===== src/rtl/soin_bpredictor_resolve.sv =====
// -----------------------------------------------------------------------------
// soin_bpredictor_resolve
//
// Execute-side end of the branch predictor interface. Each resolved branch is
// compared with the prediction made at fetch. On a mispredict a one-cycle
// fetch redirect and RAS recovery pulse are raised and the 1-bit epoch toggles,
// so that wrong-path resolutions still in flight are discarded when they
// arrive. Every epoch-matching resolution is pushed into a small FIFO, with its
// 2-bit saturating counter in meta already updated. The FIFO drains into the
// predictor's execute_bpredictor_* update port.
//
// Ports
//   clk, reset                        clock (rising edge), async active-low reset
//   execute_resolve_*                 resolved branch in, valid/ready handshake
//   fetch_redirect, _PC               one-cycle redirect pulse and corrected PC
//   resolve_fetch_epoch               current epoch, used to tag fetched branches
//   execute_bpredictor_*              queue head presented to the predictor
//   execute_bpredictor_recover_ras    one-cycle RAS recovery pulse
//   soin_bpredictor_stall             predictor busy, hold the queue head
// -----------------------------------------------------------------------------
module soin_bpredictor_resolve #(
  parameter int QDEPTH_L = 2,
  parameter int META_W   = 18,
  parameter int CTR_LSB  = 12,
  parameter int RAS_LSB  = 14
) (
  input  logic              clk,
  input  logic              reset,
  input  logic              execute_resolve_valid,
  output logic              resolve_execute_ready,
  input  logic              execute_resolve_epoch,
  input  logic [31:0]       execute_resolve_PC,
  input  logic              execute_resolve_dir,
  input  logic [31:0]       execute_resolve_target,
  input  logic              execute_resolve_p_dir,
  input  logic [31:0]       execute_resolve_p_target,
  input  logic [META_W-1:0] execute_resolve_meta,
  output logic              fetch_redirect,
  output logic [31:0]       fetch_redirect_PC,
  output logic              resolve_fetch_epoch,
  output logic              execute_bpredictor_update,
  output logic [31:0]       execute_bpredictor_PC,
  output logic [31:0]       execute_bpredictor_target,
  output logic              execute_bpredictor_dir,
  output logic              execute_bpredictor_miss,
  output logic [META_W-1:0] execute_bpredictor_meta,
  output logic              execute_bpredictor_recover_ras,
  input  logic              soin_bpredictor_stall
);

  localparam int DEPTH = 1 << QDEPTH_L;
  localparam logic [QDEPTH_L:0] DEPTH_C = (QDEPTH_L + 1)'(DEPTH);

  typedef struct packed {
    logic [31:0]       pc;
    logic [31:0]       target;
    logic              dir;
    logic              miss;
    logic [META_W-1:0] meta;
  } entry_t;

  // ---------------------------------------------------------------------------
  // State
  // ---------------------------------------------------------------------------
  entry_t                mem_q [DEPTH];
  logic [QDEPTH_L-1:0]   wr_ptr_q, wr_ptr_d;
  logic [QDEPTH_L-1:0]   rd_ptr_q, rd_ptr_d;
  logic [QDEPTH_L:0]     count_q,  count_d;
  logic                  epoch_q,  epoch_d;
  logic                  redirect_q, redirect_d;
  logic [31:0]           redirect_pc_q, redirect_pc_d;
  logic [META_W-1:0]     bypass_meta_q, bypass_meta_d;

  // ---------------------------------------------------------------------------
  // Resolve evaluation
  // ---------------------------------------------------------------------------
  logic              queue_full;
  logic              head_valid;
  logic              accept;
  logic              push;
  logic              pop;
  logic              res_miss;
  logic              do_redirect;
  logic [31:0]       next_pc;
  logic [1:0]        ctr;
  logic [1:0]        ctr_nxt;
  logic [META_W-1:0] upd_meta;
  entry_t            new_entry;
  entry_t            head;

  assign queue_full            = (count_q == DEPTH_C);
  assign head_valid            = (count_q != '0);
  assign resolve_execute_ready = !queue_full;
  assign accept                = execute_resolve_valid & resolve_execute_ready;
  // Resolutions tagged with a stale epoch are wrong-path and vanish here.
  assign push                  = accept & (execute_resolve_epoch == epoch_q);

  // A not-taken branch's target is irrelevant, so only compare it when taken.
  assign res_miss = (execute_resolve_p_dir != execute_resolve_dir) |
                    (execute_resolve_dir & (execute_resolve_p_target != execute_resolve_target));
  assign do_redirect = push & res_miss;
  assign next_pc     = execute_resolve_dir ? execute_resolve_target
                                           : execute_resolve_PC + 32'd4;

  // NOTE: every variable assigned in an always_comb gets a value on every path
  // (here by a default first), otherwise synthesis infers a latch.
  always_comb begin
    ctr      = execute_resolve_meta[CTR_LSB +: 2];
    ctr_nxt  = ctr;
    if (execute_resolve_dir) begin
      if (ctr != 2'd3) ctr_nxt = ctr + 2'd1;
    end else begin
      if (ctr != 2'd0) ctr_nxt = ctr - 2'd1;
    end
    upd_meta = execute_resolve_meta;
    upd_meta[CTR_LSB +: 2] = ctr_nxt;
  end

  always_comb begin
    new_entry.pc     = execute_resolve_PC;
    new_entry.target = execute_resolve_target;
    new_entry.dir    = execute_resolve_dir;
    new_entry.miss   = res_miss;
    new_entry.meta   = upd_meta;
  end

  // ---------------------------------------------------------------------------
  // Queue pointers, epoch and redirect next-state
  // ---------------------------------------------------------------------------
  // The RAS-recovery cycle owns the meta bus, so no update may pop in it.
  assign pop = head_valid & !soin_bpredictor_stall & !redirect_q;

  always_comb begin
    wr_ptr_d      = push ? wr_ptr_q + 1'b1 : wr_ptr_q;
    rd_ptr_d      = pop  ? rd_ptr_q + 1'b1 : rd_ptr_q;
    count_d       = count_q;
    if (push && !pop)      count_d = count_q + 1'b1;
    else if (!push && pop) count_d = count_q - 1'b1;
    epoch_d       = do_redirect ? ~epoch_q : epoch_q;
    redirect_d    = do_redirect;
    redirect_pc_d = do_redirect ? next_pc : redirect_pc_q;
    bypass_meta_d = do_redirect ? upd_meta : bypass_meta_q;
    // The RAS index handed to recovery always comes from the fetch-time meta,
    // even if a different counter placement ever overlaps that field.
    if (do_redirect) bypass_meta_d[RAS_LSB +: 4] = execute_resolve_meta[RAS_LSB +: 4];
  end

  // NOTE: sequential state uses non-blocking assignments so every register
  // samples pre-edge values, independent of block ordering.
  always_ff @(posedge clk or negedge reset) begin
    if (!reset) begin
      wr_ptr_q      <= '0;
      rd_ptr_q      <= '0;
      count_q       <= '0;
      epoch_q       <= 1'b0;
      redirect_q    <= 1'b0;
      redirect_pc_q <= '0;
      bypass_meta_q <= '0;
    end else begin
      wr_ptr_q      <= wr_ptr_d;
      rd_ptr_q      <= rd_ptr_d;
      count_q       <= count_d;
      epoch_q       <= epoch_d;
      redirect_q    <= redirect_d;
      redirect_pc_q <= redirect_pc_d;
      bypass_meta_q <= bypass_meta_d;
    end
  end

  // NOTE: the queue storage has no reset; emptiness lives in count_q, and the
  // outputs below are gated by head_valid so stale contents are never seen.
  always_ff @(posedge clk) begin
    if (push) mem_q[wr_ptr_q] <= new_entry;
  end

  // ---------------------------------------------------------------------------
  // Outputs
  // ---------------------------------------------------------------------------
  assign head = head_valid ? mem_q[rd_ptr_q] : '0;

  assign fetch_redirect                 = redirect_q;
  assign fetch_redirect_PC              = redirect_pc_q;
  assign resolve_fetch_epoch            = epoch_q;
  assign execute_bpredictor_recover_ras = redirect_q;
  assign execute_bpredictor_update      = pop;
  assign execute_bpredictor_PC          = head.pc;
  assign execute_bpredictor_target      = head.target;
  assign execute_bpredictor_dir         = head.dir;
  assign execute_bpredictor_miss        = head.miss;
  assign execute_bpredictor_meta        = redirect_q ? bypass_meta_q : head.meta;

endmodule


===== config.mk =====
export PLATFORM = sky130hd
export DESIGN_NAME = soin_bpredictor_resolve
export DESIGN_NICKNAME = d
export VERILOG_FILES = /design/src/rtl/soin_bpredictor_resolve.sv
export SDC_FILE = /design/constraint.sdc
export NUM_CORES = 1
export LEC_CHECK = 0
export CORE_AREA = 3 3 198 152
export CTS_CLUSTER_DIAMETER = 120
export DETAILED_ROUTE_END_ITERATION = 10
export DIE_AREA = 0 0 201 155
export PLACE_DENSITY = 0.85
export RECOVER_POWER = 100
export SYNTH_ARGS = -nofsm -noshare
export SYNTH_HDL_FRONTEND = slang
export SYNTH_SLANG_ARGS = --single-unit

===== constraint.sdc =====
create_clock -name clk -period 7.9 [get_ports clk]
set_input_delay 1.185 -clock clk [delete_from_list [all_inputs] [get_ports clk]]
set_output_delay 1.185 -clock clk [all_outputs]
set_load 0.05 [all_outputs]

==> results.cfg <==
[detailed_routing]
wire_per_inst_um = 25.46
drtAntennaViolNets = 0
dr.pass1.iters = 5
route.final.wire_length_mm = 39.41
dr.first_iter.drc_count = 791
drc = 0
vias_per_cell = 6.000
vias = 9288

[yosys]
synth_top_cell_area_share_pct = 62.02
postSynthRegisterBits = 395
yosysSeqAreaShare_pct = 71.09
synth_edf_count = 336
syn_area_per_cell_um2 = 18.40
netlist-cell-type-count = 35
synth_flop_cell = edfxtp_1
synth_cells = 884
synth_area_um2 = 16270
ys_warn_count = 0
async_flop_share_pct = 14.94
yosys-top-cells-area = edfxtp_1, mux4_2, dfrtp_1
yosysTopAreaCell = edfxtp_1
syn-num-nets = 1012

[worst_setup_path]
crit_required_ns = 8.01
crit_arrival_ns = 6.11
slowest_delay_ns = 2.49
rrSetupSlack_ns = 2.63
cp-end-kind = register
crit_type = in -> reg
crit_chain = dlygate4sd3_1, xnor2_1, and3_1, and2_0, clkbuf_2
critPathMaxFanout = 43
slowest_stage = and2_0
worst-path-buf-inv = 2
crit_path_start_kind = primary input
worst_path_dominant_cell_family = simple AND/OR/NAND/NOR gates

[die]
dieArea_um2 = 31160
io_pins = 242
die_x_um = 201
die_y_um = 155
fp.coreArea_um2 = 28050
start_util_pct = 58.00
rows = 53

[clocking]
cts_made_buffers = 37
cts_sinks = 395
htree_levels = 2
cts-hold-fix-buffers = 0
cts_resized = 0
max-clock-path-buffers = 3
clk_pin_slew_worst_paths_ns = 0.06
clock_latency_ns = 0.51
cts_setup_buffers = 0
cts_root_buf = clkbuf_16
cts_tree = built

[cells_and_area]
nNetsFinal = 1261
syn_to_final_growth_pct = 24.09
finish.utilization_pct = 71.97
drive_gt1_share_pct = 16.29
fillers = 1747

[sta]
worst_slack_ns = 1.905
finalCritPeriodShare_pct = 75.89
slew_viol_final = 296
rsz0062_at_grt = false
max_freq_mhz = 166.8
setup_tns_ns = 0
setup_violations = 0
hold_viol = 0
period_needed_ns = 5.995
slew_headroom_pct = -140.6
fin_worst_skew_ns = 0.01491
tightest_slew_ns = 3.609
timing.hold.ws_ns = 0.4995

[placement]
gp_congestion = 0.7864
pre_cts_ws_ns = 2.714
place_hpwl_mm = 25.39
numPortBuffers = 241

[outcome]
violations = max-capacitance violations, max-slew violations
status = finished, violations left

[power]
total_power_mw = 8.499
power_density_nw_per_um2 = 421.0
max-vdd-ir-drop_mv = 0.3052
p_leak_nw = 6.902

[grt]
grt_max_degree = 68
antenna_found_initial = 9
grt_pass1_vias = 9403
grt_overflow = 0
grtUsageTotal_pct = 25.38
grt_pass1_wl_mm = 59.40

[flow_run]
max_cap_viol_count = 7

[hold_path]
hold_class = reg -> reg
## through the flow
stage / instance area [um2] / std cells
floorplan: 16270 / 884
global placement: 19070 / 1479
detailed placement: 19070 / 1479
CTS: 20230 / 1545
global route: 20190 / 1548
finish: 20190 / 1548
## cells by family after synthesis
logic type	after synthesis	share of synthesized area [%]
and+or+nand+nor	160	5.560
buffers and inverters	64	1.761
muxes	126	14.58
xor gates and xnor gates	68	3.661
AOI/OAI and AO/OA	62	2.638
DFF	395	71.09
adders and majority gates	9	0.7075
## final timing paths
check	startpoint	to	depth (start not counted)
max reg2reg	count_q[0]	mem_q[1][57]	5
max	execute_resolve_epoch	mem_q[1][57]	5
max in group asynchronous	reset	rd_ptr_q[1]	1
min reg2reg	bypass_meta_q[11]	bypass_meta_q[11]	1
min in group asynchronous	reset	bypass_meta_q[9]	1
min	bypass_meta_q[11]	bypass_meta_q[11]	1
## routing by layer
| metal | wire, um | global-route usage, % | up-vias | share of wire (%) |
|---|---|---|---|---|
| met5 | 73 | 0 | - | 0.19 |
| met4 | 697 | 5.884 | 12 | 1.8 |
| met3 | 4231 | 7.362 | 54 | 11 |
| met2 | 18400 | 39.50 | 498 | 47 |
| met1 | 16000 | 36.33 | 4751 | 41 |
| li1 | - | - | 3973 | - |
## area by class of cell
cell class,count,area [um2],share of cell area (%)
clock buffers,56,1100,5.448
inverters,20,75.07,0.3719
clock inverters,10,63.81,0.3161
flip-flops and latches,395,11570,57.31
well taps,385,481.7,2.386
multi-input cells,425,4412,21.85
repair buffers,254,2479,12.28
diodes,3,7.507,0.03719
## layout by cell type, fill, tap and decap left out, types with 4 or more instances in the layout
cell type,count
and3_1,6
dlygate4sd3_1,179
xor2_1,19
nor2_1,11
nand4_1,15
clkinv_2,5
clkbuf_2,5
clkbuf_8,6
clkbuf_1,14
a22oi_1,13
edfxtp_1,336
o22ai_1,13
nor3_1,6
nor4_1,5
mux4_2,84
clkdlybuf4s50_1,60
inv_1,20
and2_0,4
a22o_1,18
nand2_1,25
nor2b_1,66
mux2_2,36
nand3_1,16
dfrtp_1,58
xnor2_1,49
buf_4,6
clkbuf_16,39
ha_1,6
o21ai_0,17
## cells in the mapped netlist, drive strengths merged (14+ instances only)
library cell  count
xor2             19
nand2            25
o21ai            17
inv              20
edfxtp          336
clkbuf           30
nand4            15
xnor2            49
mux2             39
dfrtp            59
mux4             84
a22o             18
buf              14
nor2b            66
nand3            16
## power by group
| group | total [mW] | switching, mW | leakage [nW] | internal (mW) |
|---|---|---|---|---|
| Combinational | 3.83 | 2.46 | 2.58 | 1.37 |
| Clock | 1.70 | 0.734 | 0.567 | 0.965 |
| Sequential | 2.97 | 0.264 | 3.75 | 2.71 |
## registers in the layout (all words and copies together) (netlist names)
signal	flops
bypass_meta_q	18
count_q	3
execute_bpredictor_recover_ras	1
fetch_redirect_PC	32
mem_q	336
rd_ptr_q	2
resolve_fetch_epoch	1
wr_ptr_q	2
(Power assumes the default switching activity.)
